--- config.mk ---
export PLATFORM = sky130hd
export DESIGN_NAME = itcm_icb_responder
export DESIGN_NICKNAME = d
export VERILOG_FILES = /design/src/rtl/itcm_icb_responder_pkg.sv /design/src/rtl/itcm_rsp_fifo.sv /design/src/rtl/itcm_icb_responder.sv
export SDC_FILE = /design/constraint.sdc
export NUM_CORES = 1
export LEC_CHECK = 0
export CAP_MARGIN = 10
export CORE_ASPECT_RATIO = 1.5
export CORE_UTILIZATION = 49
export CTS_CLUSTER_SIZE = 16
export DETAILED_ROUTE_END_ITERATION = 16
export PLACE_DENSITY = 0.87
export SLEW_MARGIN = 20
export SYNTH_ARGS = -nofsm -noshare
export SYNTH_HDL_FRONTEND = slang
export SYNTH_SLANG_ARGS = --single-unit
--- constraint.sdc ---
create_clock -name clk -period 5.5 [get_ports clk]
set_input_delay 0.825 -clock clk [delete_from_list [all_inputs] [get_ports clk]]
set_output_delay 0.825 -clock clk [all_outputs]
set_load 0.1 [all_outputs]
--- src/rtl/itcm_icb_responder_pkg.sv ---
// Shared width constants for the ITCM fetch-side ICB responder.
package itcm_icb_responder_pkg;
    localparam int E203_ITCM_ADDR_WIDTH = 16;
    localparam int E203_ITCM_DATA_WIDTH = 64;
    localparam int E203_ITCM_RAM_DEPTH  = 8192;
endpackage

--- src/rtl/itcm_rsp_fifo.sv ---
// Two-entry response skid FIFO; holds {err, data} while the IFU stalls rsp_ready.
module itcm_rsp_fifo #(
    parameter int W = 65
) (
    input  logic         clk,
    input  logic         rst,
    input  logic         push,
    input  logic         pop,
    input  logic [W-1:0] push_data,
    output logic [W-1:0] head,
    output logic         full,
    output logic         empty,
    output logic [1:0]   cnt
);
    logic [W-1:0] mem [2];
    logic         wptr;
    logic         rptr;
    logic         do_push;
    logic         do_pop;

    assign full    = (cnt == 2'd2);
    assign empty   = (cnt == 2'd0);
    assign do_push = push & ~full;
    assign do_pop  = pop & ~empty;
    assign head    = mem[rptr];

    always_ff @(posedge clk) begin
        if (do_push) begin
            mem[wptr] <= push_data;
        end
    end

    always_ff @(posedge clk) begin
        if (rst) begin
            wptr <= 1'b0;
            rptr <= 1'b0;
            cnt  <= 2'd0;
        end else begin
            if (do_push) begin
                wptr <= ~wptr;
            end
            if (do_pop) begin
                rptr <= ~rptr;
            end
            case ({do_push, do_pop})
                2'b10:   cnt <= cnt + 2'd1;
                2'b01:   cnt <= cnt - 2'd1;
                default: cnt <= cnt;
            endcase
        end
    end
endmodule

--- src/rtl/itcm_icb_responder.sv ---
// ICB responder toward the ITCM SRAM: single-cycle read latency, in-order
// responses, error answers for writes and out-of-range reads.
module itcm_icb_responder
    import itcm_icb_responder_pkg::*;
#(
    parameter int ADDR_W    = E203_ITCM_ADDR_WIDTH,
    parameter int DATA_W    = E203_ITCM_DATA_WIDTH,
    parameter int RAM_DEPTH = E203_ITCM_RAM_DEPTH,
    localparam int RAM_AW   = $clog2(RAM_DEPTH)
) (
    input  logic              clk,
    input  logic              rst,
    input  logic              icb_cmd_valid,
    output logic              icb_cmd_ready,
    input  logic [ADDR_W-1:0] icb_cmd_addr,
    input  logic              icb_cmd_read,
    output logic              icb_rsp_valid,
    input  logic              icb_rsp_ready,
    output logic              icb_rsp_err,
    output logic [DATA_W-1:0] icb_rsp_rdata,
    output logic              ram_cs,
    output logic [RAM_AW-1:0] ram_addr,
    input  logic [DATA_W-1:0] ram_dout,
    output logic              idle
);
    logic [ADDR_W-4:0] widx;
    logic              cmd_err;
    logic              accept;
    logic              s1_vld;
    logic              s1_err;
    logic [2:0]        occupancy;
    logic              fifo_push;
    logic              fifo_pop;
    logic [DATA_W:0]   fifo_head;
    logic              fifo_full;
    logic              fifo_empty;
    logic [1:0]        fifo_cnt;
    logic              src_err;
    logic [DATA_W-1:0] src_data;
    logic              s1_err_unused_lo;

    assign s1_err_unused_lo = ^{icb_cmd_addr[2:0], fifo_full};

    assign widx    = icb_cmd_addr[ADDR_W-1:3];
    assign cmd_err = ~icb_cmd_read | (32'(widx) >= 32'(RAM_DEPTH));

    // Ready depends only on registered occupancy, never on rsp_ready.
    assign occupancy     = {1'b0, fifo_cnt} + {2'b00, s1_vld};
    assign icb_cmd_ready = ~rst & (occupancy < 3'd2);
    assign accept        = icb_cmd_valid & icb_cmd_ready;

    assign ram_cs   = accept & ~cmd_err;
    assign ram_addr = widx[RAM_AW-1:0];

    always_ff @(posedge clk) begin
        if (rst) begin
            s1_vld <= 1'b0;
            s1_err <= 1'b0;
        end else begin
            s1_vld <= accept;
            if (accept) begin
                s1_err <= cmd_err;
            end
        end
    end

    // S1 skips the FIFO only when it is presented directly and taken this cycle.
    assign fifo_push = ~rst & s1_vld & ~(fifo_empty & icb_rsp_ready);
    assign fifo_pop  = ~rst & ~fifo_empty & icb_rsp_ready;

    itcm_rsp_fifo #(
        .W (DATA_W + 1)
    ) u_fifo (
        .clk       (clk),
        .rst       (rst),
        .push      (fifo_push),
        .pop       (fifo_pop),
        .push_data ({s1_err, (s1_err ? {DATA_W{1'b0}} : ram_dout)}),
        .head      (fifo_head),
        .full      (fifo_full),
        .empty     (fifo_empty),
        .cnt       (fifo_cnt)
    );

    assign src_err  = fifo_empty ? s1_err : fifo_head[DATA_W];
    assign src_data = fifo_empty ? ram_dout : fifo_head[DATA_W-1:0];

    assign icb_rsp_valid = ~rst & (s1_vld | ~fifo_empty);
    assign icb_rsp_err   = icb_rsp_valid & src_err;
    assign icb_rsp_rdata = (icb_rsp_valid & ~src_err) ? src_data : {DATA_W{1'b0}};

    assign idle = ~s1_vld & fifo_empty;
endmodule

# [Word level (Yosys, flattened, before mapping)]
# Memory sizes are Yosys's and may differ from the RTL's. A register that Yosys moved wholly into a read port is not among the register bits.
# Index checks and enable logic that the tools add are counted.
# Widths: inputs -> output; s select.
[word_totals] ff_bits=6 mem_bits_rw=130 inputBits=85 out_inout_bits=82 word_cells=48 memories=1
[mem_list] name="u_fifo.mem" depth=2 width=65 rd=1 rd_clocked_by_memory_dff=1 wr=1 line="itcm_rsp_fifo.sv:15" source="logic [W-1:0] mem [2];"
[classes] addsub=3 order_cmp=1 n_eq_ne=3 n_mux=9 bitwise_logic=24 reduce_logical=2
[op_table] operator="$mux 64" count=3
[op_table] operator="$and 1x1->1" count=14
[op_table] operator="$not 1->1" count=9
[op_table] operator="$mux 1" count=5
[op_table] operator="$eq 2x2->1 const B" count=2
[op_table] operator="$pmux 2 s2" count=1
[op_table] operator="$add 2x1->3" count=1
[op_table] operator="$lt 3x2->1 const B" count=1
[op_table] operator="$add 2x1->2 const B" count=1
[op_table] operator="$eq 2x1->1 const B" count=1
[op_table] operator="$logic_not 2->1" count=1
[op_table] operator="$reduce_bool 2->1" count=1
[op_table] operator="$sub 2x1->2 const B" count=1
[op_table] operator="$or 1x1->1" count=1

# [Longest topological paths before layout]
# Gate-level depths: netlist of run 1.
[depth] word_depth=7 depth_mapped=10 ltp_nobuf=6

# [By module]
# A second synthesis of run 1 with hierarchy kept.
[hier_totals] cells_unflattened=473 hier_area_um2=6560.0
[modules_own_cells] module="itcm_rsp_fifo" instances=1 cells_per_inst=228 area_each_um2=4894.7 seq_area_each_um2=4003.8
[modules_own_cells] module="itcm_icb_responder" instances=1 cells_per_inst=245 area_each_um2=1665.3 seq_area_each_um2=40.0

# [Least setup slack after synthesis of run 1]
# No wires, ideal clock.
[synth_timing] kind="in2out" startpoint="input port rst" endpoint="output port ram_cs" arrival_time_ps=4457 t_required_ps=4675 setup_slack_ps=218 path_stages=3 n_path_buf=1 path_cell_list="clkbuf_1 -> a211oi_1 -> and3_1"
[synth_between] elab_chain_len=4
[synth_lines] item="start: declaration" line="itcm_icb_responder.sv:12" source="input logic rst,"
[synth_lines] item="$not 1->1" line="itcm_icb_responder.sv:49" source="assign icb_cmd_ready = ~rst & (occupancy < 3'd2);"
[synth_lines] item="$and 1x1->1" line="itcm_icb_responder.sv:49"
[synth_lines] item="named net icb_cmd_ready" line="itcm_icb_responder.sv:14" source="output logic icb_cmd_ready,"
[synth_lines] item="$and 1x1->1" line="itcm_icb_responder.sv:50" source="assign accept = icb_cmd_valid & icb_cmd_ready;"
[synth_lines] item="$and 1x1->1" line="itcm_icb_responder.sv:52" source="assign ram_cs = accept & ~cmd_err;"
[synth_lines] item="end: declaration" line="itcm_icb_responder.sv:21" source="output logic ram_cs,"
# The timed path passes the listed nets, and every way through them passes these cells.

# [Worst setup path in the final report of run 1]
[layout_timing] startpoint="register u_fifo.cnt[0]" endpoint="output port icb_rsp_err"
[layout_between] elab_chain_len=5 word_cells_on_any_way=6 classes_between="1 x mux; 4 x bitwise; 1 x reduce/logical"
[layout_lines] item="start: declaration" line="itcm_rsp_fifo.sv:13" source="output logic [1:0] cnt"
[layout_lines] item="start signal: assignment" line="itcm_rsp_fifo.sv:46" source="2'b10: cnt <= cnt + 2'd1;"
[layout_lines] item="start signal: assignment" line="itcm_rsp_fifo.sv:47" source="2'b01: cnt <= cnt - 2'd1;"
[layout_lines] item="start signal: assignment" line="itcm_rsp_fifo.sv:48" source="default: cnt <= cnt;"
[layout_lines] item="$logic_not 2->1 (*)" line="itcm_rsp_fifo.sv:22" source="assign empty = (cnt == 2'd0);"
[layout_lines] item="$not 1->1" line="itcm_icb_responder.sv:88" source="assign icb_rsp_valid = ~rst & (s1_vld | ~fifo_empty);"
[layout_lines] item="$or 1x1->1" line="itcm_icb_responder.sv:88"
[layout_lines] item="$and 1x1->1" line="itcm_icb_responder.sv:88"
[layout_lines] item="$and 1x1->1 (*)" line="itcm_icb_responder.sv:89" source="assign icb_rsp_err = icb_rsp_valid & src_err;"
[layout_lines] item="end: declaration" line="itcm_icb_responder.sv:19" source="output logic icb_rsp_err,"
# Mark *: on every way between the ends. The rest lies on a longest branch, timed or not.

==> results of run 1 <==
[power by group through the flow]
| stage | Combinational (mW) | Sequential, mW | Clock [mW] |
|---|---|---|---|
| detailed placement | 0.455 | 1.20 | 0 |
| finish | 0.458 | 1.18 | 1.11 |
| floorplan | 0.382 | 1.20 | 0 |
| global placement | 0.444 | 1.20 | 0 |
| CTS | 0.459 | 1.18 | 1.13 |
| global route | 0.480 | 1.18 | 1.17 |
[worst max path at each step]
stage | from | end | slack (ns) | cells past startpoint
finish | u_fifo.cnt[0] | icb_rsp_err | 0.87 | 5
global route | u_fifo.cnt[0] | icb_rsp_err | 0.71 | 5
global placement | rst | icb_rsp_rdata[57] | 1.12 | 6
CTS | u_fifo.cnt[0] | icb_rsp_rdata[57] | 0.86 | 5
detailed placement | rst | icb_rsp_rdata[57] | 1.02 | 6
floorplan | rst | ram_cs | 0.22 | 3
[cell type report]
| cell class | count | area, um2 |
|---|---|---|
| Fill cell | 879 | 4248 |
| Timing Repair Buffer | 147 | 1421 |
| Antenna cell | 1 | 2.502 |
| Clock inverter | 9 | 86.33 |
| Tap cell | 156 | 195.2 |
| Inverter | 2 | 7.507 |
| Sequential cell | 137 | 4049 |
| Multi-Input combinational cell | 289 | 2053 |
| Clock buffer | 23 | 511.7 |
[layer usage]
layer	wire, um	GRT usage [%]	up-vias
met5	0	0	-
met4	444	10.77	0
met3	352	4.006	31
met2	7619	38.83	127
met1	5221	21.68	2062
li1	-	-	1996
[critical path: stages (launching register included)]
cell and delay, ns:
dfxtp_1 0.47, or2_4 0.57, buf_4 0.65, mux2_2 0.42, nor2_1 0.09, clkdlybuf4s50_1 1.14
[flip-flops by register name, summed over array words and instances (netlist names), named ones only]
name and count:
u_fifo.rptr 1, u_fifo.mem 130, s1_err 1, u_fifo.cnt 2, u_fifo.wptr 1, s1_vld 1
[cells by family after synthesis]
logic type	after synthesis	synth area share, %
XOR/XNOR	3	0.4109
flip-flops	137	63.22
multiplexers	66	10.35
AO/OA/AOI/OAI	73	9.507
buffers and inverters	52	4.949
AND/OR/NAND/NOR	146	11.37
adder cells (fa/ha/maj)	1	0.1956
[synth_stat cells]
library cell  count  area (um2)
nor2_1           73       274.0
clkbuf_1         14       52.55
o21bai_1          2       15.01
edfxtp_1        130        3904
or3_1             1       6.260
nand3_1           1       5.000
inv_1             2       7.510
ha_1              1       12.51
buf_4            13       97.59
xnor2_1           1       8.760
nor2b_1          64       400.4
mux2i_1          65       650.6
buf_6             7       78.83
nor3b_1           1       7.510
a21oi_1           2       10.01
a211oi_1         56       420.4
buf_2            16       80.08
or2_1             1       6.260
nor3_1            1       5.000
and2_1            1       6.260
mux2_2            1       11.26
dfxtp_1           7       140.1
and3_1            2       12.51
a211oi_2         10       125.1
nand2_1           1       3.750
a32oi_4           1       27.53
xor2_1            2       17.52
o21ai_0           2       10.01
[per-stage QoR]
stage / utilization, % / instances
floorplan: - / 478
global placement: 61.44 / 731
detailed placement: 61.44 / 731
CTS: 66.20 / 763
global route: 66.22 / 764
finish: 66.22 / 764
==> impl_metrics.yaml, run 1 <==
floorplanning:
  initial_core_util_pct: 50.87
  rows: 50
  pin_count: 167
  die_w_um: 95.29
  coreArea_mm2: 0.01257
  die_area_mm2: 0.01352
  chipHeight_um: 141.9
setup_path:
  end_kind: "output port"
  arrival_ns: 3.81
  r2r-end: "u_fifo.mem[1][22]"
  worstPathRequired_ns: 4.68
  crit_fanout: 63
  cp-start-kind: "register"
  reg2reg_from: "u_fifo.cnt[0]"
  r2r_setup_slack_ns: 3.05
  critPathKind: "reg -> out"
  r2r_cells: 4
worst_hold_path:
  min_path_type: "reg -> reg"
  holdPathStages: 2
  min-delay-start: "u_fifo.rptr"
  whs_endpoint: "u_fifo.rptr"
finish:
  final_cell_mix: "edfxtp_1 (130), clkdlybuf4s50_1 (127), nor2_1 (71)"
  final_common_cell: "edfxtp_1"
  area_growth_pct: 30.18
  layout-drive-gt1-share_pct: 10.87
  nets: 680
  design_area_mm2: 0.008327
synth:
  synth-seq-cells: 137
  synth_area_mm2: 0.006396
  postSynthAreaPerCell_um2: 13.38
  yosys_warnings: 0
  synth.distinct_cells: 28
  synthCells: 478
  ys_seq_area_share_pct: 63.22
  synth_nets: 564
timing:
  tightest_slew_ns: 0.9828
  fin_tns_setup_ns: 0
  slew_violations: 0
  relSlewSlack_pct: 34.27
  period_share_pct: 84.19
  setup_viol: 0
  fin_skew_ns: 0.006573
  hold_viol: 0
  min_period_ns: 4.631
  fmax_mhz: 216.0
  rsz0062_at_grt: "false"
  holdWs_ns: 0.5082
  setup_ws_ns: 0.8695
pwr:
  p_int_mw: 2.011
  switching_share_pct: 26.83
  p_comb_share_pct: 16.7
  max-vdd-ir-drop_mv: 0.2097
  p_leak_nw: 2.670
  clkPwrFrac_pct: 40.4
  p_sw_uw: 737.5
  finalPower_mw: 2.748
  p_per_area_mw_per_mm2: 330.1
  pwr-share-seq_pct: 43.0
grt:
  overflow: 0
  antenna_found_initial: 1
  grt_pass1_vias: 4289
  grt_max_degree: 69
  grtUsageTotal_pct: 20.93
  grt_pass1_wl_mm: 20.94
clocking:
  clkTransAtPathRegs_ns: 0.05
  cts_setup_buffers: 0
  root_buffer: "clkbuf_16"
  cts-htree-levels: 4
  postCtsResizedCells: 0
  clk_latency_ns: 0.40
  ctsHoldBuffers: 0
  clock_sinks: 137
  ctsLongestPathBuffers: 2
  cts_tree: "done"
  cts-buffers-inserted: 17
route:
  drtPass1Iterations: 5
  drt_iter0_drc: 186
  ant_nets: 0
  vias: 4216
  vias_per_cell: 5.518
  wl_per_cell_um: 17.85
  wl_mm: 13.64
  drc_errors: 0
placement:
  dp_slack_ns: 1.017
  io_buffers: 137
  hpwl_mm: 8.710
  placed_area_mm2: 0.007726
  routabilityCongestion: 0.8386
run:
  drv_cap: 0
run_status:
  status: "complete, no violations"
(Power assumes the default switching activity.)
==> run 2, diff against run 1 <==
Clock period 5.5 ns to 4.8 ns, I/O delays scaled along.
==> impl_metrics.yaml, run 2 (synthesis gave the netlist of run 1 again) <==
run_status:
  status: "complete, no violations"
clocking:
  postCtsResizedCells: 0
  cts-htree-levels: 4
  clkTransAtPathRegs_ns: 0.05
  cts_setup_buffers: 0
  clk_latency_ns: 0.41
  root_buffer: "clkbuf_16"
  clock_sinks: 137
  ctsHoldBuffers: 0
  cts_tree: "done"
  ctsLongestPathBuffers: 2
  cts-buffers-inserted: 17
finish:
  largest_reg_flops: 130
  final_cell_mix: "edfxtp_1 (130), buf_4 (74), nor2_1 (71), clkdlybuf4s50_1 (71), mux2i_1 (65)"
  layout-drive-gt1-share_pct: 20.00
  final_common_cell: "edfxtp_1"
  area_growth_pct: 27.45
  reg_top3: "u_fifo.mem (130), u_fifo.cnt (2)"
  top_register: "u_fifo.mem"
  stdcell_count: 761
  postLayoutCoreUtil_pct: 64.83
  nets: 678
  antennaDiodeCount: 0
run:
  drv_cap: 0
floorplanning:
  rows: 50
  pin_count: 167
  die_w_um: 95.29
  coreArea_mm2: 0.01257
  die_area_mm2: 0.01352
  chipHeight_um: 141.9
  initial_core_util_pct: 50.87
placement:
  routabilityCongestion: 0.7515
  hpwl_mm: 8.399
  io_buffers: 137
  place_inst: 729
route:
  ant_nets: 0
  vias: 4226
  drc_errors: 0
  drt_iter0_drc: 211
  wl_mm: 13.56
  wl_per_cell_um: 17.81
  vias_per_cell: 5.553
  drtPass1Iterations: 4
timing:
  period_share_pct: 79.65
  min_period_ns: 3.823
  slew_violations: 0
  setup_viol: 0
  rsz0062_at_grt: "false"
  fin_tns_setup_ns: 0
  relSlewSlack_pct: 34.66
  tightest_slew_ns: 0.9770
  fin_skew_ns: 0.01053
  holdWs_ns: 0.5474
  hold_viol: 0
  fmax_mhz: 261.6
pwr:
  max-vdd-ir-drop_mv: 0.2337
  p_per_area_mw_per_mm2: 380.0
  p_leak_nw: 2.755
  finalPower_mw: 3.098
grt:
  grt_pass1_wl_mm: 21.28
  grtUsageTotal_pct: 20.98
  grt_max_degree: 69
  overflow: 0
  grt_pass1_vias: 4458
  antenna_found_initial: 0
setup_path:
  arrival_ns: 3.10
  critPathKind: "reg -> out"
  end_kind: "output port"
  cp-start-kind: "register"
  worstPathRequired_ns: 4.08
  crit_fanout: 68
worst_hold_path:
  min_path_type: "reg -> reg"
[run 2: cell count changes in the layout (fill, tap and decap cells not counted)]
cell | previous run | this run
clkdlybuf4s50_1 | 127 | 71
bufinv_16 | 1 | 0
a211oi_1 | 56 | 55
clkinvlp_4 | 2 | 3
diode_2 | 1 | 0
buf_4 | 20 | 74
a211oi_2 | 10 | 11
[run 2: worst paths after layout]
path	slack [ns]	start	cells past startpoint	to
min reg2reg	0.55	u_fifo.rptr	2	register
max reg2reg	1.82	u_fifo.cnt[0]	6	u_fifo.cnt[1]
max	0.98	u_fifo.cnt[0]	5	icb_rsp_rdata[39]
min	0.55	u_fifo.rptr	2	register
[run 2: power breakdown]
group | leakage [nW] | switching (mW) | total [mW] | internal [mW]
Combinational | 1.24 | 0.365 | 0.516 | 0.152
Sequential | 1.24 | 0.0150 | 1.35 | 1.34
Clock | 0.275 | 0.476 | 1.23 | 0.752
[run 2: stage by stage]
stage | worst slack, ns | instance area [um2]
detailed placement | 1.185 | 7576
global placement | 1.227 | 7576
global route | 0.7998 | 8152
CTS | 1.035 | 8152
finish | 0.9769 | 8152
floorplan | 0.4592 | 6401
[run 2: final cells by class]
| class | count | area [um2] |
|---|---|---|
| inverters | 2 | 7.507 |
| well taps | 156 | 195.2 |
| multi-input cells | 289 | 2058 |
| repair buffers | 145 | 1266 |
| fillers | 908 | 4423 |
| clock buffers | 23 | 511.7 |
| clock inverters | 9 | 63.81 |
| flip-flops and latches | 137 | 4049 |
[run 2: routing by layer]
metal	share of wire, %	wire length (um)	track usage [%]
met1	37	5067	22.41
met3	3.6	482	5.021
met4	3.8	512	10.61
met5	0	0	0
met2	55	7494	37.59
[run 2: worst max-delay path, stage by stage (launching register included)]
cell and delay [ns]:
dfxtp_1 0.47, or2_4 0.69, buf_4 0.64, nor2_1 0.08, a211oi_1 0.39, buf_4 0.37
